===== src/rtl/seg_pkg.sv =====
// Shared definitions for the multiplexed seven-segment scan driver.
//   scan_state_e : scan FSM states
//   NUM_DIGITS   : number of multiplexed digits
//   DIG_*        : digit-index constants, in anode order
//   SEG_OFF      : all segment cathodes off (active-low)
//   AN_OFF       : all digit anodes off (active-low)
//   an_select()  : active-low one-cold anode vector for a digit index
package seg_pkg;

    typedef enum logic [1:0] {
        S_LOAD,
        S_ON,
        S_BLANK
    } scan_state_e;

    localparam int unsigned NUM_DIGITS = 6;

    localparam logic [2:0] DIG_HRL_M = 3'd0;
    localparam logic [2:0] DIG_HRL_L = 3'd1;
    localparam logic [2:0] DIG_MIN_M = 3'd2;
    localparam logic [2:0] DIG_MIN_L = 3'd3;
    localparam logic [2:0] DIG_SEC_M = 3'd4;
    localparam logic [2:0] DIG_SEC_L = 3'd5;

    localparam logic [6:0] SEG_OFF = 7'h7F;
    localparam logic [5:0] AN_OFF  = 6'h3F;

    function automatic logic [5:0] an_select(input logic [2:0] digit);
        logic [5:0] one_hot;
        one_hot = 6'b000001 << digit;
        return ~one_hot;
    endfunction

endpackage


===== src/rtl/scan_timer.sv =====
// Loadable down-counter shared by the on and blank phases of the scan FSM.
//   clk      : system clock
//   rst      : synchronous active-high reset (count to 0)
//   clear    : synchronous clear (count to 0), priority over load
//   load     : load load_val this cycle
//   load_val : value to load; phase lasts load_val+1 cycles
//   done     : count is zero (last cycle of the current phase)
module scan_timer #(
    parameter int unsigned WIDTH = 10
) (
    input  logic             clk,
    input  logic             rst,
    input  logic             clear,
    input  logic             load,
    input  logic [WIDTH-1:0] load_val,
    output logic             done
);

    logic [WIDTH-1:0] count_q;

    always_ff @(posedge clk) begin
        if (rst || clear) begin
            count_q <= '0;
        end else if (load) begin
            count_q <= load_val;
        end else if (count_q != '0) begin
            count_q <= count_q - 1'b1;
        end
    end

    assign done = (count_q == '0);

endmodule


===== src/rtl/seg_scan_driver.sv =====
// Six-digit multiplexed seven-segment scan driver with blinking colon.
// Each frame: one load cycle that snapshots all digit inputs, then for each
// digit DWELL on-cycles followed by BLANK all-off cycles.
//   clk, rst          : clock, synchronous active-high reset
//   en                : scan enable; low blanks the display and restarts
//   HRL_M .. SEC_L    : digit patterns, bit0..bit6 = segments a..g, 1 = lit
//   an                : digit anodes, active-low, an[0] = HRL_M
//   seg               : segment cathodes, active-low
//   dp                : colon / decimal point, active-low
module seg_scan_driver
    import seg_pkg::*;
#(
    parameter int unsigned DWELL        = 1000,
    parameter int unsigned BLANK        = 50,
    parameter int unsigned BLINK_FRAMES = 64
) (
    input  logic       clk,
    input  logic       rst,
    input  logic       en,
    input  logic [6:0] HRL_M,
    input  logic [6:0] HRL_L,
    input  logic [6:0] MIN_M,
    input  logic [6:0] MIN_L,
    input  logic [6:0] SEC_M,
    input  logic [6:0] SEC_L,
    output logic [5:0] an,
    output logic [6:0] seg,
    output logic       dp
);

    localparam int unsigned MAX_CNT  = (DWELL > BLANK) ? DWELL : BLANK;
    localparam int unsigned TW       = $clog2(MAX_CNT + 1);
    localparam int unsigned FW       = $clog2((BLINK_FRAMES > 1) ? BLINK_FRAMES : 2);
    localparam bit          HasBlank = (BLANK != 0);

    localparam logic [TW-1:0] DWELL_LD   = TW'(DWELL - 1);
    localparam logic [TW-1:0] BLANK_LD   = TW'((BLANK == 0) ? 0 : BLANK - 1);
    localparam logic [FW-1:0] FRAME_LAST = FW'(BLINK_FRAMES - 1);

    scan_state_e                   state_q;
    logic [2:0]                    digit_q;
    logic [FW-1:0]                 frame_q;
    logic                          colon_on_q;
    // Colon value captured with the digit snapshot so a frame never changes
    // its colon state part way through.
    logic                          colon_shadow_q;
    logic [NUM_DIGITS-1:0][6:0]    shadow_q;

    logic          tmr_load;
    logic [TW-1:0] tmr_val;
    logic          tmr_done;

    // Timer reloads whenever the FSM enters an on or blank phase.
    always_comb begin
        tmr_load = 1'b0;
        tmr_val  = DWELL_LD;
        unique case (state_q)
            S_LOAD: tmr_load = 1'b1;
            S_ON: begin
                if (tmr_done) begin
                    if (HasBlank) begin
                        tmr_load = 1'b1;
                        tmr_val  = BLANK_LD;
                    end else if (digit_q != DIG_SEC_L) begin
                        tmr_load = 1'b1;
                    end
                end
            end
            S_BLANK: begin
                if (tmr_done && digit_q != DIG_SEC_L) begin
                    tmr_load = 1'b1;
                end
            end
            default: tmr_load = 1'b0;
        endcase
    end

    scan_timer #(
        .WIDTH (TW)
    ) u_scan_timer (
        .clk      (clk),
        .rst      (rst),
        .clear    (~en),
        .load     (tmr_load),
        .load_val (tmr_val),
        .done     (tmr_done)
    );

    always_ff @(posedge clk) begin
        if (rst) begin
            state_q        <= S_LOAD;
            digit_q        <= '0;
            frame_q        <= '0;
            colon_on_q     <= 1'b1;
            colon_shadow_q <= 1'b1;
            shadow_q       <= '0;
            an             <= AN_OFF;
            seg            <= SEG_OFF;
            dp             <= 1'b1;
        end else if (!en) begin
            // Colon phase and shadow registers are left untouched.
            state_q <= S_LOAD;
            digit_q <= '0;
            frame_q <= '0;
            an      <= AN_OFF;
            seg     <= SEG_OFF;
            dp      <= 1'b1;
        end else begin
            // Outputs reflect the current state, giving one cycle of latency.
            an  <= AN_OFF;
            seg <= SEG_OFF;
            dp  <= 1'b1;
            if (state_q == S_ON) begin
                an  <= an_select(digit_q);
                seg <= ~shadow_q[digit_q];
                dp  <= ~(colon_shadow_q && (digit_q == DIG_HRL_L || digit_q == DIG_MIN_L));
            end

            unique case (state_q)
                S_LOAD: begin
                    shadow_q       <= {SEC_L, SEC_M, MIN_L, MIN_M, HRL_L, HRL_M};
                    colon_shadow_q <= colon_on_q;
                    digit_q        <= '0;
                    if (frame_q == FRAME_LAST) begin
                        frame_q    <= '0;
                        colon_on_q <= ~colon_on_q;
                    end else begin
                        frame_q <= frame_q + 1'b1;
                    end
                    state_q <= S_ON;
                end
                S_ON: begin
                    if (tmr_done) begin
                        if (HasBlank) begin
                            state_q <= S_BLANK;
                        end else if (digit_q == DIG_SEC_L) begin
                            state_q <= S_LOAD;
                        end else begin
                            digit_q <= digit_q + 1'b1;
                        end
                    end
                end
                S_BLANK: begin
                    if (tmr_done) begin
                        if (digit_q == DIG_SEC_L) begin
                            state_q <= S_LOAD;
                        end else begin
                            digit_q <= digit_q + 1'b1;
                            state_q <= S_ON;
                        end
                    end
                end
                default: state_q <= S_LOAD;
            endcase
        end
    end

endmodule


===== config.mk =====
export PLATFORM = sky130hd
export DESIGN_NAME = seg_scan_driver
export DESIGN_NICKNAME = d
export VERILOG_FILES = /design/src/rtl/seg_pkg.sv /design/src/rtl/scan_timer.sv /design/src/rtl/seg_scan_driver.sv
export SDC_FILE = /design/constraint.sdc
export NUM_CORES = 1
export LEC_CHECK = 0
export ABC_AREA = 0
export ABC_CLOCK_PERIOD_IN_PS = 2100
export BUFFER_PORTS_ARGS = -buffer_cell sky130_fd_sc_hd__clkbuf_2
export CAP_MARGIN = 20
export CORE_MARGIN = 2
export CORE_UTILIZATION = 23
export DETAILED_ROUTE_END_ITERATION = 10
export GPL_TIMING_DRIVEN = 0
export SKIP_LAST_GASP = 1
export SLEW_MARGIN = 25
export SYNTH_ARGS = -nofsm -noshare
export SYNTH_HDL_FRONTEND = slang
export SYNTH_SLANG_ARGS = --single-unit

===== constraint.sdc =====
create_clock -name clk -period 2.1 [get_ports clk]
set_input_delay 0.315 -clock clk [delete_from_list [all_inputs] [get_ports clk]]
set_output_delay 0.315 -clock clk [all_outputs]
set_load 0.02 [all_outputs]

==> results of run 1 <==
==> critical path: stages (launching register included) <==
cell     delay [ps]
dfxtp_1         350
buf_4           200
inv_1           100
ha_2            230
a21oi_4         210
nand4_1         200
or3b_1          390
a21oi_1         140
==> final timing paths <==
kind	endpoint	slack, ps	cells past startpoint
worst max-delay path	digit_q[2]	180	7
worst min-delay path	shadow_q[0]	200	3
worst max register to register	digit_q[2]	180	7
worst min register to register	shadow_q[12]	460	2
==> cells by family (layout without fill, tap and decap cells) <==
group                      after synthesis  count (layout)  synth area share
and+or+nand+nor                        155             155             0.220
DFF                                     79              79             0.483
AOI/OAI and AO/OA                       77              77             0.130
buffers and inverters                   29             103            0.0370
muxes                                   16              16            0.0756
xor gates and xnor gates                 9               9            0.0241
adders and majority gates                8               8            0.0306
==> flip-flops by register name, summed over array words and instances (netlist names) <==
register	flops
an	6
u_scan_timer.count_q	10
seg	7
frame_q	6
colon_on_q	1
colon_shadow_q	1
state_q	2
shadow_q	42
digit_q	3
dp	1
==> area by class of cell <==
cell class / count / area, µm² / share of cell area
Tap cell: 180 / 225 / 0.0548
Inverter: 6 / 22.5 / 0.00548
Timing Repair Buffer: 58 / 290 / 0.0706
Buffer: 23 / 103 / 0.0249
Multi-Input combinational cell: 265 / 1590 / 0.387
Clock inverter: 5 / 56.3 / 0.0137
Clock buffer: 11 / 243 / 0.0590
Sequential cell: 79 / 1580 / 0.385
==> stage by stage <==
stage               TNS [ps]  instances
finish                     0        627
global route               0        627
CTS                        0        627
detailed placement      -912        611
global placement        -718        611
floorplan                  0        373
==> synth_stat cells, types with 4 or more instances <==
| master | number | area share |
|---|---|---|
| a21oi_1 | 60 | 0.092 |
| and3_1 | 6 | 0.011 |
| buf_2 | 7 | 0.011 |
| clkbuf_1 | 15 | 0.017 |
| dfxtp_1 | 79 | 0.48 |
| ha_1 | 8 | 0.031 |
| inv_1 | 6 | 0.0069 |
| mux2i_1 | 9 | 0.028 |
| mux4_2 | 7 | 0.048 |
| nand2_1 | 100 | 0.11 |
| nand3_1 | 5 | 0.0076 |
| nand3b_1 | 5 | 0.011 |
| nand4_1 | 4 | 0.0076 |
| nor2_1 | 17 | 0.019 |
| xnor2_1 | 4 | 0.011 |
| xor2_1 | 5 | 0.013 |
==> per-layer routing <==
metal | global-route usage | up-vias | part of all wire
met5 | 0 | - | 0
met4 | 0.0398 | 0 | 0.015
met3 | 0.0369 | 11 | 0.060
met2 | 0.185 | 68 | 0.47
met1 | 0.147 | 1299 | 0.45
li1 | - | 1411 | -
==> power groups by stage <==
stage	Combinational, µW	Clock, µW	Sequential (µW)
after floorplan	238	0	1640
after global placement	340	0	1650
after detailed placement	346	0	1650
after CTS	349	1610	1620
after global routing	393	1670	1630
final	348	1570	1620
==> repair_timing <==
action / CTS / global route
hold endpoints to repair: 0 / 0
gates resized for setup: 3 / 4
hold buffers: 0 / 0
setup endpoints to repair: 12 / 5
==> results.toml, run 1 <==
[die]
initial_utilization = 0.236
num_rows = 43
die_y_um = 123
die-area_um2 = 15200
dieWidth_um = 123
ios = 59
coreArea_um2 = 13900

[global_route]
antenna_found_initial = 0
grt_util_all_layers = 0.116
grt_pass1_vias = 2760
grt_overflow_total = 0
grt_pass1_wl_mm = 13.6
grt_max_degree = 14

[power_and_ir_drop]
clockPowerShare = 0.444
ir_drop_v = 0.000405
power.static_leakage_uw = 0.00159
seqPwrFrac = 0.458
switching_share = 0.245
p_switching_uw = 867
p_total_uw = 3540
powerDensity_nw_per_um2 = 861
combPwrFrac = 0.098
p_int_uw = 2670

[setup_path]
critical_path.startpoint = "digit_q[1]"
reg2reg_from = "digit_q[1]"
crit_type = "register to register"
crit_fanout = 9
cp-start-kind = "register"
cp-end-kind = "register"
worstPathRequired_ps = 2370
cp.arrival_ps = 2190

[synthesis]
synth_area_per_cell_um2 = 8.78
yosysUniqueCellTypes = 42
yosysSeqAreaShare = 0.483
synthCells = 373
yosys_register_bits = 79
synth_fp_nets = 426
synth_area_um2 = 3280
ys_warn_count = 0
synth-edff-count = 0
async_flop_share = 0
yosys_most_used_dff = "dfxtp_1"

[cts]
cts-root-buf = "clkbuf_16"
htree_num_levels = 3
clkLatencyLatePin_ps = 340
cts_num_sinks = 79
clock_path_buffers = 2
post_cts_buffers = 0
clk_pin_slew_worst_paths_ps = 60
cts_buffers = 9
cts_tree = "built"

[outcome]
status = "completed"

[routing]
vias = 2789
firstDrtPassIters = 4
wl_per_cell_um = 13.3
viasPerCell = 4.45
final_antenna_net_count = 0
drcViolationCount = 0
wl_mm = 8.32
drt_iter0_drc = 108

[layout]
layout_common_cells = "nand2_1 (100), dfxtp_1 (79), a21oi_1 (59)"
drive_above_1_share = 0.221
diodes = 0
synthToLayoutAreaGrowth_pct = 25.6
finalInstanceArea_um2 = 4110
finalNetCount = 495
layout_commonest_cell = "nand2_1"
fill_cells = 1492
final_core_util = 0.296

[timing]
worst_slack_ps = 182
period_share = 0.913
rsz0062_at_grt = "false"
setup_viol = 0
max_freq_mhz = 521
timing.hold.ws_ps = 196
finalMaxSlewViolations = 0
fin_skew_ps = 6.24
slew_headroom = 0.667
period_minus_slack_ps = 1920
hold_viol = 0
worstMarginPinSlew_ps = 499

[placed_design]
hpwl_mm = 6.04
dp_worst_setup_slack_ps = -388
place_area_um2 = 3790
gp_congestion = 0.823
port_buffers = 58

[hold_path]
holdCritStartpoint = "HRL_M[0]"
hold_class = "primary input to register"

[job]
cap_violations = 0
Power figures use the tool's default switching activity.
==> run 2: changes to the inputs <==
--- a/config.mk
+++ b/config.mk
@@ -13,6 +13,7 @@
 export CORE_UTILIZATION = 23
 export DETAILED_ROUTE_END_ITERATION = 10
 export GPL_TIMING_DRIVEN = 0
+export PLACE_DENSITY = 0.44
 export SKIP_LAST_GASP = 1
 export SLEW_MARGIN = 25
 export SYNTH_ARGS = -nofsm -noshare
==> run 2 against run 1 <==
Against the previous run: core utilization shrank 0.15 points; sequential share of layout area rose by 0.20 points; die area stayed put; clock skew up 0.73 ps; setup slack got worse by 9.0 ps; largest cell class unchanged.
==> results.toml, run 2 (synthesis gave the netlist of run 1 again) <==
[cts]
htree_num_levels = 3
cts_num_sinks = 79
clkLatencyLatePin_ps = 340
clock_path_buffers = 2
cts_tree = "built"
cts_hold_buf = 0
cts-root-buf = "clkbuf_16"
clk_pin_slew_worst_paths_ps = 60
cts_buffers = 9

[routing]
wl_met2_mm = 3.87
wl_met1_mm = 4.25
vias = 2770
wl_per_cell_um = 13.8
viasPerCell = 4.43
firstDrtPassIters = 4
drt_iter0_drc = 98
met3WireLength_um = 300
drcViolationCount = 0
top_layer = "met4"
final_antenna_net_count = 0
wl_mm = 8.60

[setup_path]
cp-start-kind = "register"
cpPeakStageDelay_ps = 390
cp-end-kind = "register"
crit_fanout = 9
slowest_stage = "or3b_1"
crit_chain = "buf_4 > inv_1 > ha_2 > a21oi_4 > nand4_1 > or3b_1 > a21oi_1"
r2r_cells = 7
cp.arrival_ps = 2190
crit_type = "register to register"
worstPathRequired_ps = 2370

[timing]
rsz0062_at_grt = "false"
finalMaxSlewViolations = 0
setup_viol = 0
fin_skew_ps = 6.97
max_freq_mhz = 519
period_minus_slack_ps = 1930
hold_viol = 0
slew_headroom = 0.666
worstMarginPinSlew_ps = 502
setup_tns_ps = 0
period_share = 0.918

[global_route]
grt_util_all_layers = 0.120
grt_max_degree = 13
grt_overflow_total = 0
antenna_found_initial = 0
grt_pass1_vias = 2671
grt_pass1_wl_mm = 13.6

[die]
die_y_um = 123
dieWidth_um = 123
ios = 59
coreArea_um2 = 13900
die-area_um2 = 15200
num_rows = 43
initial_utilization = 0.236

[layout]
ff_latch_area_um2 = 1580
drive_above_1_share = 0.218
top_regs = "shadow_q x42, u_scan_timer.count_q x10, seg x7"
multi_input_area_um2 = 1590
top_register = "shadow_q"
finalNetCount = 495
fill_cells = 1539
finalInstanceArea_um2 = 4090
layout_commonest_cell = "nand2_1"
diodes = 0
final_core_util = 0.295
synthToLayoutAreaGrowth_pct = 24.9
largest_reg_flops = 42
layout_common_cells = "nand2_1 (100), dfxtp_1 (79), a21oi_1 (59)"

[placed_design]
hpwl_mm = 6.16
port_buffers = 58
gp_congestion = 0.742
place_area_um2 = 3790

[job]
cap_violations = 0

[power_and_ir_drop]
powerDensity_nw_per_um2 = 851
power.static_leakage_uw = 0.00158
ir_drop_v = 0.000405

[hold_path]
hold_class = "primary input to register"
whs_path_depth = 3

[outcome]
status = "completed"
-- run 2: cell types whose count changed in the layout (fill, tap and decap cells not counted), sizes merged --
cell      change
clkbuf        -1
clkinv        +1
clkinvlp      -1
inv           -1
-- run 2: area by class of cell --
class / count / share of cell area
Buffer: 23 / 0.0251
Clock buffer: 10 / 0.0560
Clock inverter: 4 / 0.0119
Inverter: 6 / 0.00550
Multi-Input combinational cell: 265 / 0.389
Sequential cell: 79 / 0.387
Tap cell: 180 / 0.0550
Timing Repair Buffer: 58 / 0.0709
-- run 2: worst paths after layout --
check	from	end	slack (ps)
worst max-delay path	digit_q[1]	digit_q[2]	170
worst min-delay path	MIN_M[2]	shadow_q[16]	190
worst max register to register	digit_q[1]	digit_q[2]	170
worst min register to register	shadow_q[30]	shadow_q[30]	450
-- run 2: power breakdown --
group / leakage, µW / internal, µW / total (µW) / switching (µW)
combinational: 0.000800 / 152 / 351 / 199
clock: 0.000138 / 905 / 1510 / 606
sequential: 0.000647 / 1570 / 1620 / 51.6
-- run 2: layer usage --
layer  vias up  global-route usage
li1       1418                   -
met1      1289               0.160
met2        48               0.184
met3        15              0.0263
met4         0              0.0561
met5         -                   0
-- run 2: through the flow --
| stage | total power, µW | cells | setup WS [ps] | hold WS [ps] |
|---|---|---|---|---|
| floorplan | 1880 | 373 | 125 | 419 |
| global placement | 2000 | 611 | -474 | 443 |
| detailed placement | 2000 | 611 | -496 | 447 |
| CTS | 3530 | 625 | 31.6 | 185 |
| global route | 3640 | 625 | 54.7 | 198 |
| finish | 3480 | 625 | 173 | 194 |
-- run 2: timing repair --
| item | in CTS | in global routing |
|---|---|---|
| setup endpoints to repair | 12 | 9 |
| resized for setup | 4 | 3 |
| pin swaps | 0 | 0 |
| setup buffers | 0 | 0 |
-- run 2: worst max-delay path: cells and delay by family (launching register included) --
kind	cells	cell delay (ps)
buf+inv	2	320
compound gates	2	360
simple gates	2	590
flops	1	360
fa+ha+maj	1	230
